--- config.mk ---
export PLATFORM = sky130hd
export DESIGN_NAME = stbuf_ctrl
export DESIGN_NICKNAME = d
export VERILOG_FILES = /design/src/rtl/stbuf_ctrl.sv
export SDC_FILE = /design/constraint.sdc
export NUM_CORES = 1
export LEC_CHECK = 0
export CAP_MARGIN = 20
export CELL_PAD_IN_SITES_DETAIL_PLACEMENT = 1
export CELL_PAD_IN_SITES_GLOBAL_PLACEMENT = 1
export CORE_ASPECT_RATIO = 0.6
export CORE_UTILIZATION = 38
export DETAILED_ROUTE_END_ITERATION = 6
export DONT_BUFFER_PORTS = 1
export PLACE_DENSITY_LB_ADDON = 0.1
export SYNTH_ARGS = -nofsm -noshare
export SYNTH_HDL_FRONTEND = slang
export SYNTH_SLANG_ARGS = --single-unit
export TNS_END_PERCENT = 30
--- constraint.sdc ---
create_clock -name clk -period 12.5 [get_ports clk]
set_clock_uncertainty 0.2 [all_clocks]
set_input_delay 1.25 -clock clk [delete_from_list [all_inputs] [get_ports clk]]
set_output_delay 1.25 -clock clk [all_outputs]
set_load 0.01 [all_outputs]
--- src/rtl/stbuf_ctrl.sv ---
// Store buffer between the load/store execute unit and the single dmem port.
// Executed stores queue in program order, become committed as the ROB retires
// them, and drain to dmem whenever the load path leaves the port free. The
// buffer also forwards store data to loads and blocks load issue when stores
// have been starved of the port for too long.
//
// Handshakes: a push is i_exfin_st (valid) with an implied ready of
// !o_stbuf_full, and the load/store unit never pushes into a full buffer. A
// drain is o_dmem_we (valid) with !i_dmem_occupy as ready; o_dmem_we already
// folds in the ready, so any cycle with o_dmem_we high is a completed
// transfer of the head entry.
module stbuf_ctrl #(
  parameter int STBUF_DEPTH = 4,
  parameter int ADDR_W      = 32,
  parameter int DATA_W      = 32,
  parameter int STARVE_MAX  = 4
) (
  input  logic              clk,
  input  logic              rst_n,
  input  logic              i_exfin_st,
  input  logic [ADDR_W-1:0] i_exfin_st_addr,
  input  logic [DATA_W-1:0] i_exfin_st_data,
  input  logic [1:0]        i_commit_st_num,
  input  logic              i_flush,
  input  logic [ADDR_W-1:0] i_ld_addr,
  output logic              o_stbuf_addr_hit,
  output logic [DATA_W-1:0] o_stbuf_rd_data,
  output logic              o_stbuf_full,
  output logic              o_stbuf_empty,
  input  logic              i_dmem_occupy,
  output logic              o_dmem_we,
  output logic [ADDR_W-1:0] o_dmem_addr,
  output logic [DATA_W-1:0] o_dmem_wdata,
  output logic              o_ld_block
);

  localparam int IW = $clog2(STBUF_DEPTH);
  localparam int PW = IW + 1;
  localparam int SW = $clog2(STARVE_MAX + 1);

  // Pointers carry one extra wrap bit so full and empty are distinguishable.
  logic [PW-1:0] head_q, commit_q, tail_q;
  logic [PW-1:0] head_d, commit_d, tail_d;
  logic [PW-1:0] count, n_committed, n_uncommitted;
  logic [PW-1:0] commit_req, commit_adv;
  logic          push_ok;
  logic [SW-1:0] starve_q;
  logic [PW-1:0] fwd_ptr;

  logic [ADDR_W-1:0] addr_q [STBUF_DEPTH];
  logic [DATA_W-1:0] data_q [STBUF_DEPTH];

  assign count         = tail_q - head_q;
  assign n_committed   = commit_q - head_q;
  assign n_uncommitted = tail_q - commit_q;

  // Full/empty come from registered pointers only, never bypassed.
  assign o_stbuf_full  = (count == PW'(STBUF_DEPTH));
  assign o_stbuf_empty = (count == '0);

  // Loads always win the port; committed stores take it otherwise.
  assign o_dmem_we    = (n_committed != '0) && !i_dmem_occupy;
  assign o_dmem_addr  = addr_q[head_q[IW-1:0]];
  assign o_dmem_wdata = data_q[head_q[IW-1:0]];

  assign o_ld_block = (starve_q == SW'(STARVE_MAX));

  // A flush drops any store arriving in the same cycle.
  assign push_ok = i_exfin_st && !o_stbuf_full && !i_flush;

  // Next-pointer logic: commit is clamped to entries uncommitted at cycle
  // start, so a store pushed this cycle cannot be committed until the next.
  always_comb begin
    commit_req = PW'(i_commit_st_num);
    commit_adv = (commit_req > n_uncommitted) ? n_uncommitted : commit_req;
    head_d     = head_q + PW'(o_dmem_we);
    commit_d   = commit_q + commit_adv;
    tail_d     = i_flush ? commit_d : (tail_q + PW'(push_ok));
  end

  // Forwarding: walk valid entries oldest to youngest so the last match wins.
  always_comb begin
    o_stbuf_addr_hit = 1'b0;
    o_stbuf_rd_data  = '0;
    fwd_ptr          = head_q;
    for (int i = 0; i < STBUF_DEPTH; i++) begin
      fwd_ptr = head_q + PW'(i);
      if ((PW'(i) < count) && (addr_q[fwd_ptr[IW-1:0]] == i_ld_addr)) begin
        o_stbuf_addr_hit = 1'b1;
        o_stbuf_rd_data  = data_q[fwd_ptr[IW-1:0]];
      end
    end
  end

  // Pointer and starvation-counter registers.
  always_ff @(posedge clk or negedge rst_n) begin
    if (!rst_n) begin
      head_q   <= '0;
      commit_q <= '0;
      tail_q   <= '0;
      starve_q <= '0;
    end else begin
`ifndef SYNTHESIS
      assert (PW'(i_commit_st_num) <= n_uncommitted)
        else $error("stbuf_ctrl: commit of %0d exceeds %0d uncommitted stores",
                    i_commit_st_num, n_uncommitted);
`endif
      head_q   <= head_d;
      commit_q <= commit_d;
      tail_q   <= tail_d;
      if ((n_committed != '0) && !o_dmem_we) begin
        if (starve_q != SW'(STARVE_MAX)) starve_q <= starve_q + 1'b1;
      end else begin
        starve_q <= '0;
      end
    end
  end

  // Entry storage, written at tail on an accepted push.
  always_ff @(posedge clk or negedge rst_n) begin
    if (!rst_n) begin
      for (int i = 0; i < STBUF_DEPTH; i++) begin
        addr_q[i] <= '0;
        data_q[i] <= '0;
      end
    end else if (push_ok) begin
      addr_q[tail_q[IW-1:0]] <= i_exfin_st_addr;
      data_q[tail_q[IW-1:0]] <= i_exfin_st_data;
    end
  end

endmodule

# Yosys cells after proc, flatten, opt, wreduce, memory -nomap -nowiden
# Index checks and enable logic that the tools add are counted.
[totals]
elab_cells = 101
input_bits = 103
output_inout_bits = 101
regBits = 268
[op_classes]
magnitude_cmp = 11
n_reduce_logical = 15
bitwise = 5
n_addsub = 10
eq_ne = 8
mux = 40
[op_table]
columns = ["op", "n"]
rows = [
  ["two-way mux 32 bit", 21],
  ["binary-select mux 32 bit (select 2 bit)", 8],
  ["bitwise mux 128 bit", 2],
  ["== test 32 bit", 4],
  ["demux 32 bit (select 2 bit)", 1],
  ["greater-or-equal comparator 3 bit (second input constant)", 5],
  ["inverter 2 -> 3 bit", 5],
  ["two-way mux 3 bit", 4],
  ["logical AND 1 bit", 9],
  ["subtractor 3 bit", 3],
  ["adder 3 x 1 -> 3 bit", 2],
  ["== test 3 bit (second input constant)", 2],
  ["< comparator 1 x 3 -> 1 bit (first input constant)", 2],
  ["< comparator 2 x 3 -> 1 bit (first input constant)", 2],
  ["adder 2 bit (second input constant)", 2],
  ["zero test 1 bit", 4],
  ["two-way mux 1 bit", 4],
  ["adder 3 x 1 -> 3 bit (second input constant)", 1],
  ["adder 3 bit", 1],
  ["> comparator 2 x 3 -> 1 bit", 1],
  ["zero test 3 bit", 1],
  ["< comparator 3 x 1 -> 1 bit (second input constant)", 1],
  ["!= test 3 bit (second input constant)", 1],
  ["nonzero test 3 bit", 1],
  ["2 further kinds", 2],
]

# Longest topological paths before layout
# Gate-level depths: netlist of the first run.
[logic_depth]
ltp_word = 10
mapped_depth = 17
depth_no_buf = 17

# Worst setup path before layout of the first run
# OpenSTA, ideal clock, no wires.
[synth_timing]
path_kind = "input to output"
start = "in i_ld_addr[30]"
end = "out o_stbuf_rd_data[10]"
t_arrival_ns = 3.941
path_buffers = 3
t_required_ns = 11.050
stages = 9
setup_slack_ns = 7.109
cell_sequence = "clkbuf_1 -> inv_1 -> a221o_1 -> or4_1 -> or4_1 -> or4_1 -> buf_4 -> buf_2 -> o22ai_1"
[synth_between]
elab_chain_cells = 6
word_cells_on_any_way = 12
cone_classes = "eq/ne: 4; mux: 4; reduce/logical: 4"
[synth_rtl]
columns = ["element", "line", "rtl"]
rows = [
  ["from (decl)", "25", "input logic [ADDR_W-1:0] i_ld_addr,"],
  ["== test 32 bit", "88", "if ((PW'(i) < count) && (addr_q[fwd_ptr[IW-1:0]] == i_ld_addr)) begin"],
  ["logical AND 1 bit", "88", ""],
  ["two-way mux 32 bit (3 in series)", "88", ""],
  ["two-way mux 32 bit *", "88", ""],
  ["to (decl)", "27", "output logic [DATA_W-1:0] o_stbuf_rd_data,"],
]
# Mark *: on every way between the ends. The rest lies on a longest branch, timed or not.

# Worst setup path in the final report of the first run
[layout_timing]
start = "reg head_q[0]"
end = "out o_stbuf_rd_data[21]"
[layout_between]
elab_chain_cells = 10
word_cells_on_any_way = 48
cone_classes = "add/sub: 4; order compare: 4; eq/ne: 4; mux: 28; bitwise: 4; reduce/logical: 4"
[layout_rtl]
columns = ["element", "line", "rtl"]
rows = [
  ["from (decl)", "42", "logic [PW-1:0] head_q, commit_q, tail_q;"],
  ["from (signal assigned)", "98", "head_q <= '0;"],
  ["from (signal assigned)", "108", "head_q <= head_d;"],
  ["inverter 2 -> 3 bit", "--", ""],
  ["binary-select mux 32 bit (select 2 bit)", "--", ""],
  ["two-way mux 32 bit (2 in series)", "--", ""],
  ["named net o_dmem_addr[22]", "32", "output logic [ADDR_W-1:0] o_dmem_addr,"],
  ["== test 32 bit", "88", ""],
  ["logical AND 1 bit", "88", ""],
  ["two-way mux 32 bit (4 in series)", "88", ""],
]
# The timed path passes the listed nets, and every way through them passes these cells. The select of a mux whose other input is x is not followed.

==> flow_summary.html, run 1 <==
<table>
<tr><th>Metric</th><th>Value</th></tr>
<tr><th colspan="2">Timing</th></tr>
<tr><td>Relative max-transition margin</td><td>0.255</td></tr>
<tr><td>Final worst-path cycle share</td><td>0.667</td></tr>
<tr><td>Final count of pins violating max slew</td><td>0</td></tr>
<tr><td>Total of endpoints with negative setup slack in the final report</td><td>0</td></tr>
<tr><td>Clock period minus final worst setup slack</td><td>8.33 ns</td></tr>
<tr><td>Slew of the pin with the lowest slew margin</td><td>roughly 1.1 ns</td></tr>
<tr><td>Aggregate negative setup slack</td><td>0 ns</td></tr>
<tr><td>Upper clock frequency limit</td><td>approximately 120 MHz</td></tr>
<tr><td>Setup repair after global routing missed its margin</td><td>no</td></tr>
<tr><td>Hold Vio Cnt, Final</td><td>0</td></tr>
<tr><th colspan="2">Global routing</th></tr>
<tr><td>Antenna violations before repair</td><td>0</td></tr>
<tr><td>Global-route total usage across every layer</td><td>0.230</td></tr>
<tr><td>Global-route wire length before repair</td><td>a little under 90 mm</td></tr>
<tr><td>Leftover overflow at the end of global routing</td><td>0</td></tr>
<tr><td>Via count of the first global-routing pass</td><td>12854</td></tr>
<tr><td>Maximum number of pins on one net before global-route repair</td><td>269</td></tr>
<tr><th colspan="2">Critical path</th></tr>
<tr><td>Crit. Startpoint</td><td>head_q[0]</td></tr>
<tr><td>Worst Path Max Fanout</td><td>50</td></tr>
<tr><td>Register-to-register setup slack</td><td>7.53 ns</td></tr>
<tr><td>Required time of the worst setup path</td><td>11.05 ns</td></tr>
<tr><td>Worst Path Class, Setup</td><td>register to output port</td></tr>
<tr><td>Arrival time reported for the critical path endpoint</td><td>6.88 ns</td></tr>
<tr><td>Capturing element type of the critical path</td><td>output port</td></tr>
<tr><td>Startpoint of the most critical register-to-register path</td><td>head_q[0]</td></tr>
<tr><td>R2r endpoint</td><td>data_q[96]</td></tr>
<tr><td>CP Launch Type</td><td>register</td></tr>
<tr><td>Number of cells on the worst reg-to-reg path</td><td>10</td></tr>
<tr><th colspan="2">Clocking</th></tr>
<tr><td>Number of buffers created by CTS</td><td>29</td></tr>
<tr><td>CTS clk-pin slew, worst paths</td><td>0.06 ns</td></tr>
<tr><td>Source-to-sink clock delay at the later pin of the worst-skew pair</td><td>around 0.56 ns</td></tr>
<tr><td>CTS tree</td><td>yes</td></tr>
<tr><td>Post-cts hold buffer count</td><td>0</td></tr>
<tr><td>CTS H-tree depth</td><td>1</td></tr>
<tr><td>Clock Root Buffer</td><td>sky130_fd_sc_hd__clkbuf_16</td></tr>
<tr><td>Largest buffer count on any clock path</td><td>3</td></tr>
<tr><td>Cells resized by post-CTS repair</td><td>0</td></tr>
<tr><td>Buffer count from post-CTS setup fixing</td><td>0</td></tr>
<tr><td>Clock Sink Count</td><td>268</td></tr>
<tr><th colspan="2">Synthesis</th></tr>
<tr><td>Top flip-flop cell by instance count after synthesis</td><td>sky130_fd_sc_hd__dfrtp_1</td></tr>
<tr><td>FF+latch count, synth</td><td>268</td></tr>
<tr><td>Syn Inst Count</td><td>1449</td></tr>
<tr><td>Synth cell types</td><td>between 40 and 50</td></tr>
<tr><td>Post-Synthesis Net Count</td><td>1568</td></tr>
<tr><td>Fraction of synthesized area in multiplexers</td><td>0.418</td></tr>
<tr><td>Seq/Total Area, Yosys</td><td>0.360</td></tr>
<tr><td>Portion of synthesized cell area occupied by the leading cell type</td><td>0.360</td></tr>
<tr><td>Cell with the most instances after synthesis</td><td>sky130_fd_sc_hd__mux2_2</td></tr>
<tr><td>Largest family of logic cells by synthesized area</td><td>multiplexers</td></tr>
<tr><td>Post-Synth Simple-Gate Area</td><td>0.0415</td></tr>
<tr><td>Number of synthesized flops with an enable pin</td><td>0</td></tr>
<tr><td>Share of the synthesized area in compound gates (AO/OA/AOI/OAI)</td><td>0.0723</td></tr>
<tr><td>Most frequent cells after synthesis</td><td>sky130_fd_sc_hd__mux2_2 (293), sky130_fd_sc_hd__dfrtp_1 (268), sky130_fd_sc_hd__mux4_2 (170), sky130_fd_sc_hd__xnor2_1 (100), sky130_fd_sc_hd__nor2_1 (74)</td></tr>
<tr><td>Leading area contributor after synthesis</td><td>sky130_fd_sc_hd__dfrtp_1</td></tr>
<tr><td>Adder-cell area share of the yosys netlist</td><td>0.0120</td></tr>
<tr><td>Netlist area before placement</td><td>18600 sq um</td></tr>
<tr><td>Largest cells by area after synthesis</td><td>sky130_fd_sc_hd__dfrtp_1 (36%), sky130_fd_sc_hd__mux4_2 (21%), sky130_fd_sc_hd__mux2_2 (18%), sky130_fd_sc_hd__xnor2_1 (4.7%), sky130_fd_sc_hd__mux2i_1 (3.3%)</td></tr>
<tr><td>Share of synthesized registers carrying an async set or reset</td><td>1.00</td></tr>
<tr><td>Per-instance average area after synthesis</td><td>between 10 and 15 sq um</td></tr>
<tr><td>Xor/xnor cell area share of the yosys netlist</td><td>0.0602</td></tr>
<tr><td>Number of warnings reported in the yosys synthesis log</td><td>0</td></tr>
<tr><th colspan="2">Route</th></tr>
<tr><td>Highest metal layer with signal wires</td><td>met4</td></tr>
<tr><td>Number of design-rule violations left by the first detailed-router iteration</td><td>approximately 1000</td></tr>
<tr><td>Total iterations of the first detailed-routing run</td><td>7</td></tr>
<tr><td>Total length of routed wires</td><td>56.9 mm</td></tr>
<tr><td>Sum of met3 wire segment lengths after detailed routing</td><td>4.09 mm</td></tr>
<tr><td>Detail-routed net length per standard cell</td><td>28.1 um</td></tr>
<tr><td>Routed length on met1</td><td>roughly 27 mm</td></tr>
<tr><td>Routed vias</td><td>12553</td></tr>
<tr><td>Detail Route met2 WL</td><td>about 25 mm</td></tr>
<tr><td>Final antenna-violating net count</td><td>0</td></tr>
<tr><td>Via-to-Cell Ratio</td><td>around 6.2</td></tr>
<tr><td>DRC viols</td><td>18</td></tr>
<tr><th colspan="2">Power</th></tr>
<tr><td>Power Density</td><td>327 nW/um^2</td></tr>
<tr><td>Share of total power in combinational logic</td><td>0.586</td></tr>
<tr><td>Share of power burned in registers</td><td>0.287</td></tr>
<tr><td>Peak ir drop on the vdd network</td><td>200 uV</td></tr>
<tr><td>Leakage power summed over all cells</td><td>7.63 nW</td></tr>
<tr><td>Switching Fraction</td><td>0.435</td></tr>
<tr><td>Net Switching</td><td>~2.8 mW</td></tr>
<tr><td>Internal Dissipation</td><td>3.68 mW</td></tr>
<tr><td>Clock share of power</td><td>0.127</td></tr>
<tr><th colspan="2">Floorplanning</th></tr>
<tr><td>Die height</td><td>173 um</td></tr>
<tr><td>Count of standard-cell rows</td><td>62</td></tr>
<tr><td>Placeable core region</td><td>48100 sq um</td></tr>
<tr><td>Total I/O pin count</td><td>204</td></tr>
<tr><td>Die Area</td><td>49900 sq um</td></tr>
<tr><td>Starting utilization of the core area</td><td>0.387</td></tr>
<tr><td>Die W</td><td>288 um</td></tr>
<tr><th colspan="2">Cells and area</th></tr>
<tr><td>Synthesis-to-finish area growth</td><td>6.91%</td></tr>
<tr><td>Number of inserted filler cells in the final layout</td><td>4908</td></tr>
<tr><td>Post-route insts no fill</td><td>2023</td></tr>
<tr><td>Final Cell Area</td><td>19900 sq um</td></tr>
<tr><td>Net count of the finished layout</td><td>1484</td></tr>
<tr><td>Number of diodes added for antenna fixing</td><td>0</td></tr>
<tr><td>Fraction of layout instances using a drive strength above 1</td><td>0.404</td></tr>
<tr><th colspan="2">Placement</th></tr>
<tr><td>Estimated wirelength of the detail-placed design</td><td>39.7 mm</td></tr>
<tr><td>Placed Instance Area</td><td>19000 sq um</td></tr>
<tr><td>Placed Cells</td><td>around 2000</td></tr>
<tr><td>Global placer's final weighted congestion</td><td>0.840</td></tr>
<tr><td>Count of input and output buffers</td><td>0</td></tr>
<tr><th colspan="2">Run status</th></tr>
<tr><td>Run status</td><td>finished with violations</td></tr>
<tr><td>Violated checks</td><td>DRC</td></tr>
<tr><th colspan="2">Min path</th></tr>
<tr><td>Path type of the worst min-delay path</td><td>input port to async pin</td></tr>
<tr><th colspan="2">Run</th></tr>
<tr><td>Max-capacitance violation count</td><td>0</td></tr>
</table>
## area by class of cell
cell class / instances / area, sq um / share of cell area
multi-input cells: 1032 / 11300 / 0.568
clock inverters: 3 / 15.0 / 0.000755
clock buffers: 46 / 860 / 0.0432
flip-flops and latches: 268 / 6710 / 0.337
well taps: 640 / 801 / 0.0402
inverters: 20 / 75.1 / 0.00377
repair buffers: 14 / 130 / 0.00654
## flip-flops by register name, summed over array words and instances, names as in the netlist
register	count
tail_q	3
commit_q	3
addr_q	128
head_q	3
data_q	128
starve_q	3
## cell families after synthesis
group	Yosys count
compound gates	198
xor+xnor	128
fa+ha+maj	16
buf+inv	149
flops	268
mux	527
simple gates	163
## worst max-delay path by stage
stage,depth (start not counted),endpoint,slack (ns)
detailed placement,11,o_stbuf_rd_data[21],4.88
floorplan,9,o_stbuf_rd_data[10],7.11
global route,11,o_stbuf_rd_data[21],3.84
CTS,11,o_stbuf_rd_data[21],4.26
finish,11,o_stbuf_rd_data[21],4.17
global placement,11,o_stbuf_rd_data[19],4.88
## critical path, stage by stage (launching register included)
cell	delay (ns)
sky130_fd_sc_hd__dfrtp_4	1.00
sky130_fd_sc_hd__buf_4	0.71
sky130_fd_sc_hd__buf_4	0.76
sky130_fd_sc_hd__mux4_2	0.69
sky130_fd_sc_hd__xnor2_1	0.55
sky130_fd_sc_hd__nand4_1	0.21
sky130_fd_sc_hd__nor4_1	0.71
sky130_fd_sc_hd__nand2_1	0.26
sky130_fd_sc_hd__a2111oi_4	0.36
sky130_fd_sc_hd__buf_4	0.43
sky130_fd_sc_hd__a221oi_1	0.18
sky130_fd_sc_hd__o22ai_1	0.36
## through the flow
stage,util,hold WS (ns),power (mW),setup WS [ns]
detailed placement,0.396,0.341,5.67,4.88
global route,0.414,0.157,6.93,3.84
global placement,0.396,0.331,5.60,4.88
finish,0.414,0.189,6.51,4.17
floorplan,-,0.298,4.67,7.11
CTS,0.414,0.157,6.54,4.26
## power by group through the flow
| stage | Combinational [mW] | Clock, mW | Sequential (mW) |
|---|---|---|---|
| global placement | 3.77 | 0 | 1.84 |
| CTS | 3.83 | 0.858 | 1.86 |
| detailed placement | 3.80 | 0 | 1.87 |
| global route | 4.09 | 0.887 | 1.95 |
| finish | 3.82 | 0.826 | 1.87 |
| floorplan | 3.05 | 0 | 1.62 |
## cell usage in the layout, fill, tap and decap left out, types with 29 or more instances in the layout
master / n
sky130_fd_sc_hd__xnor2_1: 100
sky130_fd_sc_hd__mux4_2: 170
sky130_fd_sc_hd__mux2i_1: 62
sky130_fd_sc_hd__a221oi_1: 34
sky130_fd_sc_hd__clkbuf_16: 29
sky130_fd_sc_hd__a21oi_1: 72
sky130_fd_sc_hd__mux2_2: 293
sky130_fd_sc_hd__dfrtp_1: 266
sky130_fd_sc_hd__o22ai_1: 35
sky130_fd_sc_hd__nor2_1: 74
## routing by layer
layer	vias to the layer above	GRT usage
met4	0	0.0395
met2	282	0.343
met5	-	0
met1	6780	0.336
met3	59	0.0659
li1	5432	-
(Power assumes the default switching activity.)
==> inputs of run 2 (changes only) <==
==> constraint.sdc (replaced) <==
create_clock -name clk -period 8.6 [get_ports clk]
set_clock_uncertainty 0.2 [all_clocks]
set_input_delay 0.86 -clock clk [delete_from_list [all_inputs] [get_ports clk]]
set_output_delay 0.86 -clock clk [all_outputs]
set_load 0.01 [all_outputs]
==> run 2 against run 1 <==
Net effect:
- the run still ends with DRC left
- non-clock buffer count rose by 7
- register-to-register slack got worse by 3.8 ns
- critical path depth fell by 3
- cell area rose by 2.0%
- power rose by 51%
- core utilization rose by 0.82 points
- sequential power rose by 45%
- via count rose by 1.7%
- die area did not move
- routed wire length rose by 2.7%
- final cell count rose by 0.64%
- sequential share of layout area fell by 0.66 points
- critical endpoint is now o_stbuf_rd_data[3]
- largest power group unchanged
==> flow_summary.html, run 2 (synthesis results as in run 1) <==
<table>
<tr><th>Metric</th><th>Value</th></tr>
<tr><th colspan="2">Critical path</th></tr>
<tr><td>Worst Path Class, Setup</td><td>register to output port</td></tr>
<tr><td>Crit. Startpoint</td><td>head_q[0]</td></tr>
<tr><td>Startpoint of the most critical register-to-register path</td><td>head_q[0]</td></tr>
<tr><td>Capturing element type of the critical path</td><td>output port</td></tr>
<tr><td>Number of cells on the worst reg-to-reg path</td><td>10</td></tr>
<tr><td>CP Launch Type</td><td>register</td></tr>
<tr><td>Arrival time reported for the critical path endpoint</td><td>5.54 ns</td></tr>
<tr><td>Register-to-register setup slack</td><td>3.74 ns</td></tr>
<tr><td>Worst Path Max Fanout</td><td>64</td></tr>
<tr><td>Required time of the worst setup path</td><td>between 7 and 8 ns</td></tr>
<tr><td>R2r endpoint</td><td>data_q[103]</td></tr>
<tr><th colspan="2">Placement</th></tr>
<tr><td>Pre-CTS setup slack</td><td>approximately 2.6 ns</td></tr>
<tr><td>Placed Instance Area</td><td>19000 sq um</td></tr>
<tr><td>Global placer's final weighted congestion</td><td>0.871</td></tr>
<tr><td>Count of input and output buffers</td><td>0</td></tr>
<tr><td>Estimated wirelength of the detail-placed design</td><td>41.1 mm</td></tr>
<tr><td>Placed Cells</td><td>1977</td></tr>
<tr><th colspan="2">Timing</th></tr>
<tr><td>Final worst-path cycle share</td><td>0.768</td></tr>
<tr><td>Final count of pins violating max slew</td><td>0</td></tr>
<tr><td>Hold Vio Cnt, Final</td><td>0</td></tr>
<tr><td>Slew of the pin with the lowest slew margin</td><td>1.07 ns</td></tr>
<tr><td>Aggregate negative setup slack</td><td>0 ns</td></tr>
<tr><td>Worst hold-check slack</td><td>0.197 ns</td></tr>
<tr><td>Relative max-transition margin</td><td>0.284</td></tr>
<tr><td>Total of endpoints with negative setup slack in the final report</td><td>0</td></tr>
<tr><td>Setup repair after global routing missed its margin</td><td>no</td></tr>
<tr><td>Upper clock frequency limit</td><td>151 MHz</td></tr>
<tr><td>Clock period minus final worst setup slack</td><td>6.60 ns</td></tr>
<tr><td>Final Worst Setup Slack</td><td>roughly 2.0 ns</td></tr>
<tr><th colspan="2">Cells and area</th></tr>
<tr><td>Number of inserted filler cells in the final layout</td><td>between 4000 and 5000</td></tr>
<tr><td>Net count of the finished layout</td><td>1492</td></tr>
<tr><td>Number of diodes added for antenna fixing</td><td>0</td></tr>
<tr><td>Synthesis-to-finish area growth</td><td>9.04%</td></tr>
<tr><td>Final Core Density</td><td>0.422</td></tr>
<tr><td>Post-route insts no fill</td><td>2036</td></tr>
<tr><td>Leading cell type in the layout, fill and taps excluded</td><td>sky130_fd_sc_hd__mux2_2</td></tr>
<tr><td>Most frequent cells in the layout</td><td>sky130_fd_sc_hd__mux2_2 (293), sky130_fd_sc_hd__dfrtp_1 (266), sky130_fd_sc_hd__mux4_2 (170)</td></tr>
<tr><td>Fraction of layout instances using a drive strength above 1</td><td>0.414</td></tr>
<tr><td>Registers with the most flip-flops</td><td>addr_q: 128 flops, data_q: 128 flops</td></tr>
<tr><td>Final Cell Area</td><td>roughly 20000 sq um</td></tr>
<tr><th colspan="2">Clocking</th></tr>
<tr><td>Source-to-sink clock delay at the later pin of the worst-skew pair</td><td>just under 0.6 ns</td></tr>
<tr><td>Buffer count from post-CTS setup fixing</td><td>0</td></tr>
<tr><td>CTS H-tree depth</td><td>1</td></tr>
<tr><td>CTS clk-pin slew, worst paths</td><td>0.08 ns</td></tr>
<tr><td>Clock Sink Count</td><td>268</td></tr>
<tr><td>Largest buffer count on any clock path</td><td>3</td></tr>
<tr><td>Clock Root Buffer</td><td>sky130_fd_sc_hd__clkbuf_16</td></tr>
<tr><td>Number of buffers created by CTS</td><td>30</td></tr>
<tr><td>CTS tree</td><td>yes</td></tr>
<tr><th colspan="2">Floorplanning</th></tr>
<tr><td>Die height</td><td>173 um</td></tr>
<tr><td>Total I/O pin count</td><td>204</td></tr>
<tr><td>Die Area</td><td>~50000 sq um</td></tr>
<tr><td>Starting utilization of the core area</td><td>0.387</td></tr>
<tr><td>Placeable core region</td><td>48100 sq um</td></tr>
<tr><td>Count of standard-cell rows</td><td>62</td></tr>
<tr><td>Die W</td><td>288 um</td></tr>
<tr><th colspan="2">Global routing</th></tr>
<tr><td>Global-route wire length before repair</td><td>approximately 89 mm</td></tr>
<tr><td>Maximum number of pins on one net before global-route repair</td><td>between 200 and 300</td></tr>
<tr><td>Leftover overflow at the end of global routing</td><td>0</td></tr>
<tr><td>Global-route total usage across every layer</td><td>0.236</td></tr>
<tr><td>Via count of the first global-routing pass</td><td>13080</td></tr>
<tr><td>Antenna violations before repair</td><td>1</td></tr>
<tr><th colspan="2">Route</th></tr>
<tr><td>Total length of routed wires</td><td>58.5 mm</td></tr>
<tr><td>Final antenna-violating net count</td><td>0</td></tr>
<tr><td>Routed vias</td><td>12771</td></tr>
<tr><td>Detail-routed net length per standard cell</td><td>28.7 um</td></tr>
<tr><td>Total iterations of the first detailed-routing run</td><td>7</td></tr>
<tr><td>DRC viols</td><td>18</td></tr>
<tr><td>Via-to-Cell Ratio</td><td>around 6.3</td></tr>
<tr><td>Number of design-rule violations left by the first detailed-router iteration</td><td>758</td></tr>
<tr><th colspan="2">Power</th></tr>
<tr><td>Peak ir drop on the vdd network</td><td>277 uV</td></tr>
<tr><td>Power Density</td><td>485 nW/um^2</td></tr>
<tr><td>Leakage power summed over all cells</td><td>7.80 nW</td></tr>
<tr><td>Final total power</td><td>9.85 mW</td></tr>
<tr><th colspan="2">Min path</th></tr>
<tr><td>Source of the worst hold timing path</td><td>i_flush</td></tr>
<tr><td>Worst Hold Path EP</td><td>tail_q[2]</td></tr>
<tr><td>Path type of the worst min-delay path</td><td>input port to register</td></tr>
<tr><td>Number of stages on the worst hold path</td><td>1</td></tr>
<tr><th colspan="2">Run</th></tr>
<tr><td>Max-capacitance violation count</td><td>0</td></tr>
<tr><th colspan="2">Run status</th></tr>
<tr><td>Run status</td><td>finished with violations</td></tr>
<tr><td>Violated checks</td><td>DRC</td></tr>
</table>
run 2: worst max-delay path, cell delays in order (launching register included):
cell                      delay, ns
sky130_fd_sc_hd__dfrtp_4       0.74
sky130_fd_sc_hd__buf_4         0.66
sky130_fd_sc_hd__mux2i_1       0.42
sky130_fd_sc_hd__mux2i_1       0.14
sky130_fd_sc_hd__a221o_1       0.30
sky130_fd_sc_hd__or4_1         0.55
sky130_fd_sc_hd__or4_1         0.56
sky130_fd_sc_hd__or4_4         0.94
sky130_fd_sc_hd__o22ai_1       0.52
run 2: worst max path at each step:
stage,cells after the start,slack [ns],endpoint
after detailed placement,8,2.62,o_stbuf_rd_data[3]
after floorplan,12,3.90,o_stbuf_rd_data[10]
after global routing,8,1.76,o_stbuf_rd_data[3]
after global placement,8,2.69,o_stbuf_rd_data[3]
after CTS,8,1.95,o_stbuf_rd_data[3]
final,8,2.00,o_stbuf_rd_data[3]
run 2: final cells by class:
| cell class | count | area, sq um | share of cell area |
|---|---|---|---|
| Sequential cell | 268 | 6710 | 0.331 |
| Timing Repair Buffer | 21 | 245 | 0.0121 |
| Inverter | 20 | 75.1 | 0.00370 |
| Clock inverter | 16 | 299 | 0.0147 |
| Tap cell | 640 | 801 | 0.0395 |
| Multi-Input combinational cell | 1032 | 11300 | 0.557 |
| Clock buffer | 39 | 856 | 0.0422 |
run 2: routing by layer:
metal  GRT usage  vias to the layer above  routed length (um)  share of wire
li1            -                     5474                   -              -
met1       0.346                     6899               27200           0.47
met2       0.344                      326               25600           0.44
met3      0.0738                       70                4510          0.077
met4      0.0454                        2                1170          0.020
met5           0                        -                  13        0.00022
run 2: where the power goes:
part           internal, mW  switching, mW  total (mW)
clock network         0.940          0.575        1.51
registers              1.91          0.808        2.72
logic                  2.78           2.84        5.62
total                  5.63           4.22        9.85
run 2: what timing repair did:
action / in CTS / in global routing
hold buffers: 1 / 1
endpoints found under the hold margin: 268 / 12
endpoints found under the setup margin: 0 / 0
gates resized for setup: 0 / 0
==> inputs of run 3 (changes only) <==
==> constraint.sdc (replaced) <==
create_clock -name clk -period 6.4 [get_ports clk]
set_clock_uncertainty 0.2 [all_clocks]
set_input_delay 0.64 -clock clk [delete_from_list [all_inputs] [get_ports clk]]
set_output_delay 0.64 -clock clk [all_outputs]
set_load 0.01 [all_outputs]
==> run 3 against run 2 <==
Net effect:
- the flow finishes with violations (DRC, hold timing)
- sequential share of layout area shrank 0.81 points
- critical path type unchanged
- sequential power up 33%
- largest power group unchanged
- sequential cell count unchanged
- routed wire length down 0.22%
- via count increased by 1.4%
- cell area up 2.5%
- setup slack got worse by 1.7 ns
- critical path depth up 3
- register-to-register slack got worse by 2.0 ns
- global-route usage about the same
==> flow_summary.html, run 3 (synthesis results as in run 1) <==
<table>
<tr><th>Metric</th><th>Value</th></tr>
<tr><th colspan="2">Cells and area</th></tr>
<tr><td>Registers with the most flip-flops</td><td>addr_q: 128 flops, data_q: 128 flops</td></tr>
<tr><td>Synthesis-to-finish area growth</td><td>11.8%</td></tr>
<tr><td>Fraction of layout instances using a drive strength above 1</td><td>0.399</td></tr>
<tr><td>Final Cell Area</td><td>between 20000 and 25000 sq um</td></tr>
<tr><td>Leading cell type in the layout, fill and taps excluded</td><td>sky130_fd_sc_hd__mux2_2</td></tr>
<tr><td>Number of inserted filler cells in the final layout</td><td>4949</td></tr>
<tr><td>Net count of the finished layout</td><td>between 1500 and 2000</td></tr>
<tr><td>Most frequent cells in the layout</td><td>sky130_fd_sc_hd__mux2_2 (293), sky130_fd_sc_hd__dfrtp_1 (266), sky130_fd_sc_hd__mux4_2 (170)</td></tr>
<tr><th colspan="2">Global routing</th></tr>
<tr><td>Via count of the first global-routing pass</td><td>13267</td></tr>
<tr><td>Global-route total usage across every layer</td><td>0.236</td></tr>
<tr><td>Leftover overflow at the end of global routing</td><td>0</td></tr>
<tr><td>Global-route wire length before repair</td><td>89.3 mm</td></tr>
<tr><td>Antenna violations before repair</td><td>3</td></tr>
<tr><td>Maximum number of pins on one net before global-route repair</td><td>269</td></tr>
<tr><th colspan="2">Placement</th></tr>
<tr><td>Estimated wirelength of the detail-placed design</td><td>roughly 41 mm</td></tr>
<tr><td>Pre-CTS setup slack</td><td>0.961 ns</td></tr>
<tr><td>Count of input and output buffers</td><td>0</td></tr>
<tr><td>Placed Instance Area</td><td>19200 sq um</td></tr>
<tr><td>Global placer's final weighted congestion</td><td>0.893</td></tr>
<tr><th colspan="2">Route</th></tr>
<tr><td>Final antenna-violating net count</td><td>0</td></tr>
<tr><td>Via-to-Cell Ratio</td><td>6.13</td></tr>
<tr><td>Total length of routed wires</td><td>58.3 mm</td></tr>
<tr><td>Number of design-rule violations left by the first detailed-router iteration</td><td>954</td></tr>
<tr><td>DRC viols</td><td>36</td></tr>
<tr><td>Routed vias</td><td>12956</td></tr>
<tr><td>Total iterations of the first detailed-routing run</td><td>7</td></tr>
<tr><td>Detail-routed net length per standard cell</td><td>27.6 um</td></tr>
<tr><th colspan="2">Timing</th></tr>
<tr><td>Relative max-transition margin</td><td>0.309</td></tr>
<tr><td>Final count of pins violating max slew</td><td>0</td></tr>
<tr><td>Slew of the pin with the lowest slew margin</td><td>approximately 1.0 ns</td></tr>
<tr><td>Hold Vio Cnt, Final</td><td>268</td></tr>
<tr><td>Worst hold-check slack</td><td>-0.434 ns</td></tr>
<tr><td>Final Worst Setup Slack</td><td>around 0.3 ns</td></tr>
<tr><td>Clock period minus final worst setup slack</td><td>6.10 ns</td></tr>
<tr><td>Total of endpoints with negative setup slack in the final report</td><td>0</td></tr>
<tr><td>Setup repair after global routing missed its margin</td><td>no</td></tr>
<tr><td>Upper clock frequency limit</td><td>164 MHz</td></tr>
<tr><td>Final worst-path cycle share</td><td>0.953</td></tr>
<tr><td>Aggregate negative setup slack</td><td>0 ns</td></tr>
<tr><th colspan="2">Floorplanning</th></tr>
<tr><td>Die W</td><td>288 um</td></tr>
<tr><td>Die Area</td><td>49900 sq um</td></tr>
<tr><td>Die height</td><td>173 um</td></tr>
<tr><td>Total I/O pin count</td><td>between 200 and 250</td></tr>
<tr><td>Starting utilization of the core area</td><td>0.387</td></tr>
<tr><td>Count of standard-cell rows</td><td>62</td></tr>
<tr><td>Placeable core region</td><td>48100 sq um</td></tr>
<tr><th colspan="2">Clocking</th></tr>
<tr><td>CTS clk-pin slew, worst paths</td><td>approximately 0.070 ns</td></tr>
<tr><td>Largest buffer count on any clock path</td><td>3</td></tr>
<tr><td>Post-cts hold buffer count</td><td>67</td></tr>
<tr><td>Clock Sink Count</td><td>268</td></tr>
<tr><td>Clock Root Buffer</td><td>sky130_fd_sc_hd__clkbuf_16</td></tr>
<tr><td>Source-to-sink clock delay at the later pin of the worst-skew pair</td><td>0.57 ns</td></tr>
<tr><td>Cells resized by post-CTS repair</td><td>0</td></tr>
<tr><td>Buffer count from post-CTS setup fixing</td><td>0</td></tr>
<tr><td>CTS tree</td><td>yes</td></tr>
<tr><td>CTS H-tree depth</td><td>1</td></tr>
<tr><td>Number of buffers created by CTS</td><td>29</td></tr>
<tr><th colspan="2">Run</th></tr>
<tr><td>Max-capacitance violation count</td><td>0</td></tr>
<tr><th colspan="2">Power</th></tr>
<tr><td>Power Density</td><td>626 nW/um^2</td></tr>
<tr><td>Leakage power summed over all cells</td><td>8.04 nW</td></tr>
<tr><td>Peak ir drop on the vdd network</td><td>around 210 uV</td></tr>
<tr><th colspan="2">Run status</th></tr>
<tr><td>Run status</td><td>finished with violations</td></tr>
<tr><td>Violated checks</td><td>DRC, hold timing</td></tr>
<tr><th colspan="2">Critical path</th></tr>
<tr><td>CP Launch Type</td><td>register</td></tr>
<tr><td>Arrival time reported for the critical path endpoint</td><td>5.26 ns</td></tr>
<tr><td>Worst Path Class, Setup</td><td>register to output port</td></tr>
<tr><td>Worst Path Max Fanout</td><td>32</td></tr>
<tr><td>Capturing element type of the critical path</td><td>output port</td></tr>
<tr><td>Required time of the worst setup path</td><td>5.56 ns</td></tr>
<tr><th colspan="2">Min path</th></tr>
<tr><td>Path type of the worst min-delay path</td><td>input port to async pin</td></tr>
</table>
## run 3: cell count changes in the layout (fill, tap and decap cells not counted), sizes merged
cell	before	now
clkbuf	39	38
dlygate4sd3	1	67
bufinv	8	3
inv	20	21
diode	0	2
clkinvlp	6	4
buf	20	31
clkinv	2	8
## run 3: metal layers
metal	up-vias	wire length, um	part of all wire	GRT usage
met4	4	843	0.014	0.0373
met3	60	4080	0.070	0.0634
met5	-	119	0.0020	0.0154
met2	319	25800	0.44	0.349
met1	6964	27500	0.47	0.350
li1	5609	-	-	-
## run 3: worst paths after layout
check                                    start            endpoint  slack, ns  cells after the start
hold / removal                           rst_n         starve_q[2]      -0.43                      0
max in group asynchronous                rst_n          addr_q[64]       6.01                      0
min in group clk           i_exfin_st_addr[17]          addr_q[49]       0.03                      1
setup reg to reg                     head_q[0]         addr_q[126]       1.78                     10
hold reg to reg                    starve_q[1]         starve_q[1]       0.35                      2
setup / recovery                     head_q[0]  o_stbuf_rd_data[3]       0.30                     11
## run 3: metrics by stage
stage          instances  utilization  power, mW
6_report            2114        0.433       13.0
2_1_floorplan       1449            -       9.12
3_5_place_dp        1991        0.398       11.2
3_3_place_gp        1991        0.398       11.0
5_1_grt             2113        0.433       13.9
4_1_cts             2112        0.432       13.1
## run 3: critical path, stage by stage (launching register included)
cell,delay [ns]
sky130_fd_sc_hd__dfrtp_4,0.76
sky130_fd_sc_hd__buf_4,0.45
sky130_fd_sc_hd__buf_4,0.32
sky130_fd_sc_hd__mux2i_1,0.34
sky130_fd_sc_hd__o21ai_0,0.16
sky130_fd_sc_hd__o32a_1,0.32
sky130_fd_sc_hd__a2111oi_0,0.77
sky130_fd_sc_hd__and3_1,0.39
sky130_fd_sc_hd__and2_1,0.16
sky130_fd_sc_hd__buf_4,0.40
sky130_fd_sc_hd__a221oi_1,0.14
sky130_fd_sc_hd__o22ai_1,0.40
## run 3: final cells by class
type,count,area [sq um],share of cell area
multi-input combinational,1032,11300,0.543
sequential,268,6710,0.323
timing repair buffer,98,928,0.0446
clock buffer,38,810,0.0389
tap,640,801,0.0385
clock inverter,16,169,0.00812
inverter,20,75.1,0.00361
antenna,2,5.00,0.000241
## run 3: power breakdown
part / internal [mW] / switching (mW)
Combinational: 3.79 / 3.84
Clock: 1.01 / 0.773
Sequential: 2.56 / 1.05
